--- config.mk ---
export PLATFORM = sky130hd
export DESIGN_NAME = pipe_ctrl_unit
export DESIGN_NICKNAME = d
export VERILOG_FILES = /design/src/rtl/mips_pkg.sv /design/src/rtl/ctrl_decode.sv /design/src/rtl/pipe_ctrl_unit.sv
export SDC_FILE = /design/constraint.sdc
export NUM_CORES = 1
export LEC_CHECK = 0
export CAP_MARGIN = 15
export CORE_ASPECT_RATIO = 1.25
export CORE_MARGIN = 2
export CORE_UTILIZATION = 45
export DETAILED_ROUTE_END_ITERATION = 12
export GPL_TIMING_DRIVEN = 0
export PLACE_DENSITY = 0.88
export SETUP_SLACK_MARGIN = 0.2
export SLEW_MARGIN = 20
export SYNTH_ARGS = -nofsm -noshare
export SYNTH_HDL_FRONTEND = slang
export SYNTH_SLANG_ARGS = --single-unit
--- constraint.sdc ---
create_clock -name clk -period 2.17 [get_ports clk]
set_input_delay 0.651 -clock clk [delete_from_list [all_inputs] [get_ports clk]]
set_output_delay 0.651 -clock clk [all_outputs]
set_load 0.02 [all_outputs]
--- src/rtl/mips_pkg.sv ---
// Shared encodings for the MIPS pipeline control slice: ALU codes, opcode/funct values and the
// per-instruction control bundle carried through the stage registers.
package mips_pkg;

    localparam logic [2:0] ALU_AND = 3'b000;
    localparam logic [2:0] ALU_OR  = 3'b001;
    localparam logic [2:0] ALU_ADD = 3'b010;
    localparam logic [2:0] ALU_NOP = 3'b100;
    localparam logic [2:0] ALU_SUB = 3'b110;
    localparam logic [2:0] ALU_SLT = 3'b111;

    localparam logic [5:0] OP_RTYPE = 6'b000000;
    localparam logic [5:0] OP_J     = 6'b000010;
    localparam logic [5:0] OP_JAL   = 6'b000011;
    localparam logic [5:0] OP_BEQ   = 6'b000100;
    localparam logic [5:0] OP_BNE   = 6'b000101;
    localparam logic [5:0] OP_ADDI  = 6'b001000;
    localparam logic [5:0] OP_SLTI  = 6'b001010;
    localparam logic [5:0] OP_ANDI  = 6'b001100;
    localparam logic [5:0] OP_ORI   = 6'b001101;
    localparam logic [5:0] OP_LW    = 6'b100011;
    localparam logic [5:0] OP_SW    = 6'b101011;

    localparam logic [5:0] FN_ADD = 6'b100000;
    localparam logic [5:0] FN_SUB = 6'b100010;
    localparam logic [5:0] FN_AND = 6'b100100;
    localparam logic [5:0] FN_OR  = 6'b100101;
    localparam logic [5:0] FN_SLT = 6'b101010;

    localparam logic [4:0] LINK_REG = 5'd31;

    typedef struct packed {
        logic [2:0] alu_ctrl;
        logic       alu_src;
        logic       branch;
        logic       branch_ne;
        logic       jump;
        logic       link;
        logic       mem_read;
        logic       mem_write;
        logic       mem_to_reg;
        logic       reg_write;
        logic [4:0] dst;
    } ctrl_t;

    localparam int unsigned CTRL_W = $bits(ctrl_t);

    // Bubble: every control low, ALU idle, no destination.
    localparam ctrl_t CTRL_BUBBLE = {ALU_NOP, 9'b0, 5'd0};

endpackage

--- src/rtl/ctrl_decode.sv ---
// Combinational ID-stage decoder: control bundle, illegal flag and source-register usage.
// Optional opcodes (ORI, SLTI, BNE, JAL) are only legal when EXT_ISA is non-zero.
module ctrl_decode
    import mips_pkg::*;
#(
    parameter int EXT_ISA = 0
) (
    input  logic [5:0]        i_opcode,
    input  logic [5:0]        i_funct,
    input  logic [4:0]        i_rt,
    input  logic [4:0]        i_rd,
    output logic [CTRL_W-1:0] o_ctrl,
    output logic              o_illegal,
    output logic              o_rs_used,
    output logic              o_rt_used
);

    localparam bit EXT_ON = (EXT_ISA != 0);

    ctrl_t w_ctrl;
    logic  w_illegal;

    always_comb begin
        w_ctrl    = CTRL_BUBBLE;
        w_illegal = 1'b0;
        case (i_opcode)
            OP_RTYPE: begin
                w_ctrl.reg_write = 1'b1;
                w_ctrl.dst       = i_rd;
                case (i_funct)
                    FN_ADD:  w_ctrl.alu_ctrl = ALU_ADD;
                    FN_SUB:  w_ctrl.alu_ctrl = ALU_SUB;
                    FN_AND:  w_ctrl.alu_ctrl = ALU_AND;
                    FN_OR:   w_ctrl.alu_ctrl = ALU_OR;
                    FN_SLT:  w_ctrl.alu_ctrl = ALU_SLT;
                    default: w_illegal = 1'b1;
                endcase
            end
            OP_ADDI, OP_ANDI, OP_ORI, OP_SLTI: begin
                w_ctrl.alu_src   = 1'b1;
                w_ctrl.reg_write = 1'b1;
                w_ctrl.dst       = i_rt;
                case (i_opcode)
                    OP_ADDI: w_ctrl.alu_ctrl = ALU_ADD;
                    OP_ANDI: w_ctrl.alu_ctrl = ALU_AND;
                    OP_ORI:  w_ctrl.alu_ctrl = ALU_OR;
                    default: w_ctrl.alu_ctrl = ALU_SLT;
                endcase
                if (!EXT_ON && (i_opcode == OP_ORI || i_opcode == OP_SLTI)) begin
                    w_illegal = 1'b1;
                end
            end
            OP_LW: begin
                w_ctrl.alu_src    = 1'b1;
                w_ctrl.alu_ctrl   = ALU_ADD;
                w_ctrl.mem_read   = 1'b1;
                w_ctrl.mem_to_reg = 1'b1;
                w_ctrl.reg_write  = 1'b1;
                w_ctrl.dst        = i_rt;
            end
            OP_SW: begin
                w_ctrl.alu_src   = 1'b1;
                w_ctrl.alu_ctrl  = ALU_ADD;
                w_ctrl.mem_write = 1'b1;
            end
            OP_BEQ, OP_BNE: begin
                w_ctrl.branch    = 1'b1;
                w_ctrl.branch_ne = (i_opcode == OP_BNE);
                w_ctrl.alu_ctrl  = ALU_SUB;
                if (!EXT_ON && i_opcode == OP_BNE) begin
                    w_illegal = 1'b1;
                end
            end
            OP_J: begin
                w_ctrl.jump = 1'b1;
            end
            OP_JAL: begin
                w_ctrl.jump      = 1'b1;
                w_ctrl.link      = 1'b1;
                w_ctrl.reg_write = 1'b1;
                w_ctrl.dst       = LINK_REG;
                w_illegal        = !EXT_ON;
            end
            default: w_illegal = 1'b1;
        endcase
        if (w_illegal) begin
            w_ctrl = CTRL_BUBBLE;
        end
        // $zero is never written, so no stage downstream should see a write to it.
        if (w_ctrl.dst == 5'd0) begin
            w_ctrl.reg_write = 1'b0;
        end
    end

    assign o_ctrl    = w_ctrl;
    assign o_illegal = w_illegal;
    assign o_rs_used = !(i_opcode == OP_J || i_opcode == OP_JAL);
    assign o_rt_used = (i_opcode == OP_RTYPE) || (i_opcode == OP_SW) ||
                       (i_opcode == OP_BEQ) || (i_opcode == OP_BNE);

endmodule

--- src/rtl/pipe_ctrl_unit.sv ---
// Pipeline control: ID/EX, EX/MEM and MEM/WB control registers, load-use stall detection,
// flush handling and a saturating illegal-instruction counter.
module pipe_ctrl_unit
    import mips_pkg::*;
#(
    parameter int EXT_ISA = 0,
    parameter int CNT_W   = 8
) (
    input  logic             clk,
    input  logic             rst,
    input  logic             id_valid,
    input  logic [5:0]       id_opcode,
    input  logic [5:0]       id_funct,
    input  logic [4:0]       id_rs,
    input  logic [4:0]       id_rt,
    input  logic [4:0]       id_rd,
    input  logic             flush,
    output logic             stall,
    output logic [2:0]       ex_alu_ctrl,
    output logic             ex_alu_src,
    output logic             ex_branch,
    output logic             ex_branch_ne,
    output logic             ex_jump,
    output logic             ex_link,
    output logic             ex_mem_read,
    output logic             ex_reg_write,
    output logic [4:0]       ex_dst,
    output logic             mem_mem_read,
    output logic             mem_mem_write,
    output logic             mem_reg_write,
    output logic [4:0]       mem_dst,
    output logic             wb_reg_write,
    output logic             wb_mem_to_reg,
    output logic [4:0]       wb_dst,
    output logic [CNT_W-1:0] illegal_cnt
);

    logic [CTRL_W-1:0] w_dec_raw;
    ctrl_t             w_dec;
    logic              w_illegal;
    logic              w_rs_used;
    logic              w_rt_used;
    logic              w_stall;
    logic              w_accept;
    logic              w_hit_rs;
    logic              w_hit_rt;
    ctrl_t             w_ex_d;

    ctrl_t             r_ex;
    logic              r_mem_mem_read;
    logic              r_mem_mem_write;
    logic              r_mem_mem_to_reg;
    logic              r_mem_reg_write;
    logic [4:0]        r_mem_dst;
    logic              r_wb_reg_write;
    logic              r_wb_mem_to_reg;
    logic [4:0]        r_wb_dst;
    logic [CNT_W-1:0]  r_illegal_cnt;

    ctrl_decode #(
        .EXT_ISA (EXT_ISA)
    ) u_decode (
        .i_opcode  (id_opcode),
        .i_funct   (id_funct),
        .i_rt      (id_rt),
        .i_rd      (id_rd),
        .o_ctrl    (w_dec_raw),
        .o_illegal (w_illegal),
        .o_rs_used (w_rs_used),
        .o_rt_used (w_rt_used)
    );

    assign w_dec = w_dec_raw;

    // Load in EX whose destination feeds the ID instruction: hold one cycle so it can forward.
    assign w_hit_rs = w_rs_used && (r_ex.dst == id_rs);
    assign w_hit_rt = w_rt_used && (r_ex.dst == id_rt);
    assign w_stall  = id_valid && !flush && r_ex.mem_read && (r_ex.dst != 5'd0) &&
                      (w_hit_rs || w_hit_rt);
    assign w_accept = id_valid && !w_stall && !flush;
    assign w_ex_d   = w_accept ? w_dec : CTRL_BUBBLE;

    always_ff @(posedge clk or posedge rst) begin
        if (rst) begin
            r_ex             <= CTRL_BUBBLE;
            r_mem_mem_read   <= 1'b0;
            r_mem_mem_write  <= 1'b0;
            r_mem_mem_to_reg <= 1'b0;
            r_mem_reg_write  <= 1'b0;
            r_mem_dst        <= 5'd0;
            r_wb_reg_write   <= 1'b0;
            r_wb_mem_to_reg  <= 1'b0;
            r_wb_dst         <= 5'd0;
        end else begin
            r_ex             <= w_ex_d;
            r_mem_mem_read   <= r_ex.mem_read;
            r_mem_mem_write  <= r_ex.mem_write;
            r_mem_mem_to_reg <= r_ex.mem_to_reg;
            r_mem_reg_write  <= r_ex.reg_write;
            r_mem_dst        <= r_ex.dst;
            r_wb_reg_write   <= r_mem_reg_write;
            r_wb_mem_to_reg  <= r_mem_mem_to_reg;
            r_wb_dst         <= r_mem_dst;
        end
    end

    always_ff @(posedge clk or posedge rst) begin
        if (rst) begin
            r_illegal_cnt <= '0;
        end else if (w_accept && w_illegal && (r_illegal_cnt != {CNT_W{1'b1}})) begin
            r_illegal_cnt <= r_illegal_cnt + CNT_W'(1);
        end
    end

    assign stall         = w_stall;
    assign ex_alu_ctrl   = r_ex.alu_ctrl;
    assign ex_alu_src    = r_ex.alu_src;
    assign ex_branch     = r_ex.branch;
    assign ex_branch_ne  = r_ex.branch_ne;
    assign ex_jump       = r_ex.jump;
    assign ex_link       = r_ex.link;
    assign ex_mem_read   = r_ex.mem_read;
    assign ex_reg_write  = r_ex.reg_write;
    assign ex_dst        = r_ex.dst;
    assign mem_mem_read  = r_mem_mem_read;
    assign mem_mem_write = r_mem_mem_write;
    assign mem_reg_write = r_mem_reg_write;
    assign mem_dst       = r_mem_dst;
    assign wb_reg_write  = r_wb_reg_write;
    assign wb_mem_to_reg = r_wb_mem_to_reg;
    assign wb_dst        = r_wb_dst;
    assign illegal_cnt   = r_illegal_cnt;

endmodule

* Word level (Yosys, flattened, before mapping)
Cells that the tools add are included.
W data, S select, Z words.
** Word-level totals
- Register bits after elaboration :: 41
- Input port bits :: 31
** Operators by class
- Add/subtract/negate cells :: 1
- Equality and inequality tests :: 18
- Multiplexer cells :: 17
- Reductions and logical operators :: 30
** Operator list (number)
- $eq A6 B6 Y1 const B :: 7
- $mux W17 :: 2
- $eq A6 B4 Y1 const B :: 4
- $pmux W6 S3 :: 1
- $pmux W3 S5 :: 1
- $eq A6 B2 Y1 const B :: 2
- $eq A6 B3 Y1 const B :: 2
- $pmux W3 S4 :: 1
- $eq A5 B5 Y1 :: 2
- $logic_and A1 B1 Y1 :: 10
- $reduce_or A5 Y1 :: 2
- $mux W1 :: 9
- $pmux W3 S3 :: 1
- $add A8 B1 Y8 const B :: 1
- $ne A8 B8 Y1 const B :: 1
- $logic_not A6 Y1 :: 1
- $logic_or A1 B1 Y1 :: 6
- $reduce_or A2 Y1 :: 3
- $reduce_or A6 Y1 :: 1
- $logic_not A5 Y1 :: 1
- $reduce_bool A5 Y1 :: 1
- $pmux W1 S4 :: 1
- $reduce_or A4 Y1 :: 1
- $logic_not A1 Y1 :: 3
- other kinds (2) :: 2

* Logic depth before layout (Yosys ltp)
- Depth after elaboration :: 12
- Depth in mapped cells :: 8
- Depth with buffers taken out :: 7

* Hierarchy
Synthesis repeated with hierarchy kept, for this count alone.
** Second synthesis, totals
- Cell total of the unflattened synthesis :: 206
- Area total of the unflattened synthesis :: 2145.8 sq um
** Modules (own cells, without submodules)
- pipe_ctrl_unit :: instances 1, cells an instance 112, area each 1539.0 sq um, seq. area each 1027.2 sq um
- ctrl_decode :: instances 1, cells an instance 94, area each 606.8 sq um, seq. area each 0.0 sq um

* Least setup slack after synthesis
OpenSTA, ideal clock, no wires.
- Path type :: input to output
- Start point :: input id_opcode[0]
- End point :: output stall
- Data arrival time :: 1.732 ns
- Slack :: -0.213 ns
- Stages :: 5
- Cells stage by stage :: buf_2 > and4b_1 > a22oi_1 > nand2b_1 > a21oi_1
** On the way
- Longest elaborated chain between the ends :: 7
- Elaborated cells on any way between the ends :: 15
- Classes of those cells :: eq/ne: 5; reduce/logical: 10
** RTL lines
- start, declared :: line pipe_ctrl_unit.sv:12 : input logic [5:0] id_opcode,
- $eq A6 B6 Y1 / $logic_not A6 Y1 (equally long branches) :: line ctrl_decode.sv:98 : assign o_rt_used = (i_opcode == OP_RTYPE) || (i_opcode == OP_SW) ||
- $logic_or A1 B1 Y1 (2 in a row) :: line ctrl_decode.sv:98
- $logic_or A1 B1 Y1 :: line ctrl_decode.sv:99 : (i_opcode == OP_BEQ) || (i_opcode == OP_BNE);
- $logic_and A1 B1 Y1 :: line pipe_ctrl_unit.sv:77 : assign w_hit_rt = w_rt_used && (r_ex.dst == id_rt);
- $logic_or A1 B1 Y1 (*) :: line pipe_ctrl_unit.sv:79 : (w_hit_rs || w_hit_rt);
- $logic_and A1 B1 Y1 (*) :: line pipe_ctrl_unit.sv:78 : assign w_stall = id_valid && !flush && r_ex.mem_read && (r_ex.dst != 5'd0) &&
- end, declared :: line pipe_ctrl_unit.sv:18 : output logic stall,
Mark *: on every way between the ends. The rest lies on a longest branch, timed or not.

==> results by group <==
Place
  – Port buffer count: 66
  – Dpl cell area: between 2000 and 3000 um2
  – Gpl congestion: between 0.8 and 0.9
  – Dpl hpwl: 3.37 mm
  – Cells after DPL: 297

Synthesis
  – Dominant cell type by area after synthesis: dfrtp_1
  – Mapped Avg Cell Area: between 10 and 15 um2
  – Main synth FF type: dfrtp_1
  – Post-Synthesis Cells: 174
  – Ys async rst share: 100%
  – Synth top area cells: dfrtp_1, xnor2_1, buf_4
  – Synthesis Warnings: 0
  – Dominant cell by count in the synthesized netlist: dfrtp_1
  – Synth cell types: 53
  – Post-Syn Area: about 2000 um2
  – Seq cells post-synth: 39
  – EDFF count, synth: 0
  – Share of the synthesized area in the top cell type: around half
  – Register area share after synthesis: ~50%
  – Most frequent cells after synthesis: dfrtp_1, xnor2_1, nor2_1, nor2_2, buf_4

Worst hold path
  – Worst Hold Class: reg -> reg

Critical path
  – Crit-path cells: buf_12 > nor4_4 > nand2_2 > nand4_1 > buf_4 > buf_6 > buf_6 > buf_6 > a2bb2oi_4 > nand3_4 > nor4_2
  – Crit path DAT: between 2 and 3 ns
  – CP max FO: 6
  – Critical path's most frequent cell: buf_6
  – Crit start category: input port
  – WS Path Type: in -> reg
  – Slowest stage delay, CP: approximately 0.39 ns
  – Critical Path RT: 2.33 ns
  – Critical path capture point type: flop
  – Crit path max-delay cell type: nor4_2

Final layout
  – FF/Latch Area: around 980 um2
  – Diode count: 0
  – Synth-to-Final Area Change: 68.5%
  – Final core utilization: about four fifths
  – Flip-flop count of the largest register after layout: 8
  – Final net count: 306
  – Share of layout cells above drive strength 1: 40.0%
  – Post-route design area: 3300 um2
  – Area of the multi-input gates: 1090 um2
  – FILL cells: about 220
  – Final cell count without fillers: 331

STA
  – Final setup margin: -0.302 ns
  – Worst-margin pin slew: about 0.78 ns
  – Setup Skew: between 0.002 and 0.003 ns
  – Final setup vio count: 22
  – Tcrit/Tclk final: 114%
  – Relative slew slack: a little under half
  – Final Critical Period: roughly 2.5 ns
  – FMAX: 0.405 GHz
  – Hold Slack: between 0.3 and 0.4 ns
  – Hold Vio Cnt, Final: 0
  – Setup repair after global routing missed its margin: true
  – Max Slew Vio Count: 0

Power and ir drop
  – Peak supply drop: around 0.00032 V
  – Pwr dens: 559 nW/um2
  – Pleak: about 1.5 nW
  – Total power: 1.84 mW

Routing
  – DRT iter0 DRCs: roughly 140
  – Vias/cell: roughly 5.6
  – Vias: 1858
  – Post-DRT Antenna Nets: 0
  – WL final: ~6.6 mm
  – DRC viols: 0
  – Routed WL per cell: about 20 um
  – DRT Pass-1 Iters: 5

Clocking
  – Root Driver: clkbuf_8
  – Clock Path Buffers: 2
  – Sink Count: 39
  – H-tree depth: 2
  – Hold-fix buffers, CTS: 0
  – Clk_lat worst skew: between 0.2 and 0.3 ns
  – CTS buffer count: 5
  – Clock slew at reported path FFs: roughly 0.070 ns
  – CTS tree: yes

Floorplanning
  – Chip height: approximately 78 um
  – Die ar.: 4900 um2
  – Chip Width: roughly 63 um
  – # rows: 26
  – Starting Density: 47.4%
  – Core area: roughly 4100 um2
  – # IOs: 70

Run
  – Max cap viols: 0

Global route
  – Number of global-route vias before repair: 1730
  – First-pass GRT wire length: 8.96 mm
  – Total grt overflow: 0
  – Largest net degree at the start of global routing: 40
  – Initial antenna violation count: 0
  – Total GRT Usage: a little under a quarter

Outcome
  – Failing checks: negative setup slack
  – Outcome: finished with violations
[cell type report]
type                       count  area share (%)
buffer                        15            4.17
clock inverter                 1           0.152
timing repair buffer          92            27.9
multi-input combinational    118            33.2
tap                           56            2.12
clock buffer                   7            2.31
sequential                    39            29.8
inverter                       3           0.341
[layout by cell type, fill, tap and decap left out, types with 3 or more instances in the layout]
cell type and count:
buf_12 3, clkdlybuf4s50_1 35, nand3_4 4, xor2_1 3, clkdlybuf4s15_1 4, xnor2_1 6, a21oi_1 4, buf_4 25
dlygate4sd2_1 11, buf_2 3, nor2_4 10, dlymetal6s2s_1 6, and3_1 6, nand2b_1 4, dfrtp_1 34, dfrtp_2 4
nor2_1 10, nand4_1 4, clkbuf_8 6, a221oi_1 5, nand2_1 7, xnor2_2 7, buf_6 13, o21ai_0 3
[stage by stage]
step           setup WS (ns)  setup TNS, ns
3_3_place_gp           -1.22         -17.61
3_5_place_dp           -1.27         -14.80
6_report              -0.302          -2.91
2_1_floorplan        -0.0573         -0.111
4_1_cts               -0.153         -0.348
5_1_grt               -0.381          -4.86
[power breakdown]
| part | leakage, nW | total [mW] | switching, mW | internal, mW |
|---|---|---|---|---|
| clock network | 0.0422 | 0.480 | 0.254 | 0.226 |
| registers | 0.521 | 0.857 | 0.0763 | 0.781 |
| logic | 0.956 | 0.508 | 0.257 | 0.251 |
| total | 1.52 | 1.84 | 0.587 | 1.26 |
[kinds of logic after synthesis]
group,share of synthesized area [%]
and+or+nand+nor,22.1
other,0.192
AOI/OAI and AO/OA,12.5
buffers and inverters,5.75
adders and majority gates,0.639
muxes,1.34
DFF,49.9
xor gates and xnor gates,7.60
[layer usage]
| layer | up-vias | global-route usage, % | routed length [um] |
|---|---|---|---|
| met2 | 101 | 45.9 | 3590 |
| li1 | 806 | - | - |
| met3 | 19 | 5.22 | 407 |
| met4 | 0 | 7.78 | 144 |
| met5 | - | 0 | 0 |
| met1 | 932 | 25.7 | 2450 |
[final timing paths]
check | slack [ns] | endpoint | cells after the start | from
min in group asynchronous | 0.84 | wb_mem_to_reg$_DFF_PP0_ | 2 | rst
max in group asynchronous | 0.79 | ex_dst[0]$_DFF_PP0_ | 2 | rst
worst min register to register | 0.37 | mem_mem_write$_DFF_PP0_ | 0 | r_ex[7]$_DFF_PP0_
worst min-delay path | 0.37 | mem_mem_write$_DFF_PP0_ | 0 | r_ex[7]$_DFF_PP0_
worst max-delay path | -0.30 | ex_branch$_DFF_PP0_ | 11 | id_opcode[2]
worst max register to register | -0.26 | ex_branch$_DFF_PP0_ | 7 | ex_dst[2]$_DFF_PP0_
[critical path, delay by kind of cell]
family | cells | cell delay [ns]
simple gates | 5 | 1.21
buf+inv | 5 | 0.50
compound gates | 1 | 0.27
[what timing repair did]
item | in CTS | in global routing
setup endpoints to repair | 34 | 31
pin swaps | 22 | 14
buffers inserted | 17 | 7
gates resized for setup | 83 | 47
gates cloned | 0 | 2
No activity file was read; power rests on OpenSTA's default activity.
==> variant 1, RTL diff (same flow settings) <==
Reset style: synchronous (`rst`), changed in 2 clocked blocks.
--- a/src/rtl/pipe_ctrl_unit.sv
+++ b/src/rtl/pipe_ctrl_unit.sv
@@ -82,3 +82,3 @@
 
-    always_ff @(posedge clk or posedge rst) begin
+    always_ff @(posedge clk) begin
         if (rst) begin
@@ -106,3 +106,3 @@
 
-    always_ff @(posedge clk or posedge rst) begin
+    always_ff @(posedge clk) begin
         if (rst) begin
Function: differs if rst is asserted again (counterexample within 4 cycles, from zero or initial values and one cycle with rst high); with rst held inactive, the same outputs for 10 cycles.
==> variant 1 against the original RTL <==
The run still ends with negative setup slack left. Clock skew is 0.0051 ns higher. Wire length fell by 0.44%. Final area down 3.7%. Synthesized area shrank 5.8%. Maximum frequency up 0.30%. Sequential cell count stayed put. Setup slack better by 0.0073 ns. Largest cell class unchanged.
Power is not compared: it rests on default switching activity, and its combinational part moved more than twofold at a synthesized area within 25%.
==> variant 1: results (changes against the original RTL) <==
CLK BUF -> 5 (was 7)
Non-clk invs -> 2 (was 3)
Post-synthesis compound-gate area fraction -> 0.148 (was 0.125)
IO Port Bufs -> 68 (was 66)
CP max stage delay -> 0.37 ns (was 0.39 ns)
Layout fillers -> 245 (was 224)
Seq area share -> 0.249 (was 0.298)
Multi-input gate area -> 1170 um2 (was 1090 um2)
Via count -> 1986 (was 1858)
Non-Clock Buffer Area Fraction -> 0.323 (was 0.321)
Setup TNS -> -3.39 ns (was -2.91 ns)
Synth Area in Adders -> 0.00678 (was 0.00639)
Sequential cell area fraction in the yosys report -> 0.423 (was 0.499)
Clock-cell share of area -> 0.0354 (was 0.0246)
Layout Skew -> 0.00790 ns (was 0.00275 ns)
Placed cell area -> 2640 um2 (was 2730 um2)
Initial DRT Pass Iterations -> 4 (was 5)
First DRT Iteration DRCs -> 114 (was 141)
Max-slew headroom -> 0.654 (was 0.479)
Placed cells -> 331 (was 297)
Post-DP HPWL -> 3.36 mm (was 3.37 mm)
Pre-CTS WS -> -1.12 ns (was -1.27 ns)
Min-Delay Path Depth -> 1 (was 0)
Post-Synthesis Cells -> 206 (was 174)
Multi-input gate count -> 146 (was 118)
Layout Nets -> 336 (was 306)
Number of global-route vias before repair -> 1836 (was 1730)
Mux share of post-synthesis cell area -> 0.0115 (was 0.0134)
Initial antenna violation count -> 0 (unchanged)
Status -> finished, violations left (unchanged)
Bufs w/o clock -> 110 (was 107)
Crit path DAT -> 1.81 ns (was 2.63 ns)
Post-CTS Setup Repair Bufs -> 13 (was 17)
Crit path max fanout -> 4 (was 6)
Final WL -> 6.56 mm (was 6.59 mm)
Synth Area per Inst -> 8.96 um2 (was 11.3 um2)
Synth cell types -> 51 (was 53)
Setup WS post-layout -> -0.294 ns (was -0.302 ns)
Setup Viol. Count Final -> 21 (was 22)
Largest net degree at the start of global routing -> 14 (was 40)
Synth area leaders -> dfxtp_1 42%, nor2b_1 6.4%, xor2_1 5.2% (was dfrtp_1 49%, xnor2_1 5.8%, buf_4 3.5%)
Xor/xnor share of the synthesized area -> 0.0522 (was 0.0760)
Reg area -> 792 um2 (was 982 um2)
Gr usage total -> 0.250 (was 0.240)
Worst R2R Path Depth -> 8 (was 7)
Synth top cells by count -> 39 x dfxtp_1, 19 x nor2b_1, 18 x nor2_1, 12 x a21oi_1 (was 38 x dfrtp_1, 13 x xnor2_1, 10 x nor2_1, 10 x nor2_2, 9 x buf_4)
Post-CTS sizing -> 91 (was 83)
Clock Latency Late Sink -> 0.31 ns (was 0.29 ns)
Failing checks -> negative setup slack (unchanged)
Share of cells above drive strength 1 -> 0.331 (was 0.400)
variant 1: worst register-to-register path, stage by stage (launching register included):
cell,delay [ns]
dfxtp_4,0.35
or3_1,0.38
o311a_1,0.36
o2111ai_2,0.14
nand2_2,0.11
buf_6,0.12
or4b_4,0.57
buf_8,0.19
nor4_4,0.13
variant 1: worst paths after layout:
path	from	end	slack [ns]
worst max-delay path	ex_dst[0]	stall	-0.29
worst min-delay path	r_ex[7]	mem_mem_write	0.47
worst max register to register	ex_dst[0]	r_ex[6]	-0.26
worst min register to register	r_ex[7]	mem_mem_write	0.47
variant 1: metal layers:
layer,routed length [um],track usage,vias to the layer above
met5,0,0,-
met4,327,0.135,0
met3,413,0.0560,29
met2,3410,0.424,107
met1,2410,0.288,935
li1,-,-,915
variant 1: power breakdown:
part | leakage, nW | internal (W) | switching (W)
registers | 0.318 | 0.000717 | 0.00000329
logic | 1.05 | 0.000109 | 0.000121
clock network | 0.0581 | 0.000342 | 0.000275
==> variant 2, RTL diff (same settings) <==
Made on the original files. Set the parameter `CNT_W` to 10 (it was 8).
--- a/src/rtl/pipe_ctrl_unit.sv
+++ b/src/rtl/pipe_ctrl_unit.sv
@@ -6,3 +6,3 @@
     parameter int EXT_ISA = 0,
-    parameter int CNT_W   = 8
+    parameter int CNT_W   = 10
 ) (
Interface: changed (resized illegal_cnt); port bits go from 70 to 72. The function was not compared with the original's and may differ.
==> variant 2 against the original RTL <==
The run still ends with negative setup slack left. Wire length increased by 6.5%. Total power is 11% higher. Clock power rose by 37%. Setup slack worse by 0.28 ns. Synthesized area is 5.7% higher. Final area increased by 8.6%. Sequential cell count up 2. Largest cell class is now buffers. Cell count up 13%.
==> variant 2: results (changes against the original RTL) <==
Delay-heaviest family, CP -> buffers and inverters (was simple AND/OR/NAND/NOR gates)
Synth Area per Inst -> 10.5 um2 (was 11.3 um2)
Wl on met1 -> 2.56 mm (was 2.45 mm)
IO Port Bufs -> 68 (was 66)
Synth Area in Adders -> 0.00605 (was 0.00639)
Crit path DAT -> 2.10 ns (was 2.63 ns)
Mux share of post-synthesis cell area -> 0.0103 (was 0.0134)
Power in sequential cells -> 0.000908 W (was 0.000857 W)
GRT met3 Usage -> 0.0494 (was 0.0522)
Global-route wire length before repair -> 9.94 mm (was 8.96 mm)
FFs & Latches -> 41 (was 39)
Post-Layout Inst Area -> 3580 um2 (was 3300 um2)
Number of global-route vias before repair -> 2036 (was 1730)
Die area -> 5160 um2 (was 4900 um2)
Multi-input gate area -> 1090 um2 (about the same)
Clock-cell share of area -> 0.0325 (was 0.0246)
Layout Nets -> 346 (was 306)
Final hold slack -> 0.354 ns (was 0.372 ns)
Setup Viol. Count Final -> 25 (was 22)
Pre-CTS WS -> -1.42 ns (was -1.27 ns)
Placed cells -> 325 (was 297)
Crit path max fanout -> 2 (was 6)
Share of cells above drive strength 1 -> 0.343 (was 0.400)
NetSw -> 0.000628 W (was 0.000587 W)
Met3 wire len -> 378 um (was 407 um)
Critical register-to-register path startpoint -> ex_dst[1] (was ex_dst[2])
Status -> finished, violations left (unchanged)
Via count -> 2078 (was 1858)
Critical path endpoint -> stall (was ex_branch)
Layout fillers -> 233 (was 224)
Setup TNS -> -8.25 ns (was -2.91 ns)
Leakage -> 1.73 nW (was 1.52 nW)
Initial DRT Pass Iterations -> 4 (was 5)
First DRT Iteration DRCs -> 277 (was 141)
Clock-net power -> 0.000656 W (was 0.000480 W)
Placed cell area -> 2900 um2 (was 2730 um2)
Reg area -> 1030 um2 (was 982 um2)
Largest register FFs -> 10 (was 8)
Worst r2r dst -> illegal_cnt[6] (was ex_branch)
Setup WS post-layout -> -0.579 ns (was -0.302 ns)
CP max stage delay -> 0.49 ns (was 0.39 ns)
Clock power frac -> 0.319 (was 0.260)
Flop2flop setup slack -> -0.53 ns (was -0.26 ns)
Multi-input gate count -> 136 (was 118)
Xor/xnor share of the synthesized area -> 0.0804 (was 0.0760)
Failing checks -> negative setup slack (unchanged)
Post-synthesis compound-gate area fraction -> 0.117 (was 0.125)
Ant. Diodes -> 1 (was 0)
==> variant 2: changes by cell type in the layout (fill, tap and decap cells not counted), sizes merged, moves of 5 or more <==
cell | unedited run | this run
a221oi | 5 | 0
a31oi | 2 | 9
buf | 45 | 61
dlygate4sd2 | 11 | 22
nand2 | 9 | 17
nor2 | 21 | 13
==> variant 2: logic make-up (layout without fill, tap and decap cells) <==
group | after synthesis | after routing
AO/OA/AOI/OAI | 32 | 32
XOR/XNOR | 19 | 19
adder cells (fa/ha/maj) | 1 | 1
buffers and inverters | 21 | 138
flip-flops | 41 | 41
multiplexers | 2 | 2
other | 1 | 3
AND/OR/NAND/NOR | 80 | 80
==> variant 2: what timing repair did <==
action,CTS,global route
resized for setup,93,33
buffers inserted,30,8
gates cloned,2,0
pin swaps,20,9
endpoints found under the setup margin,36,38
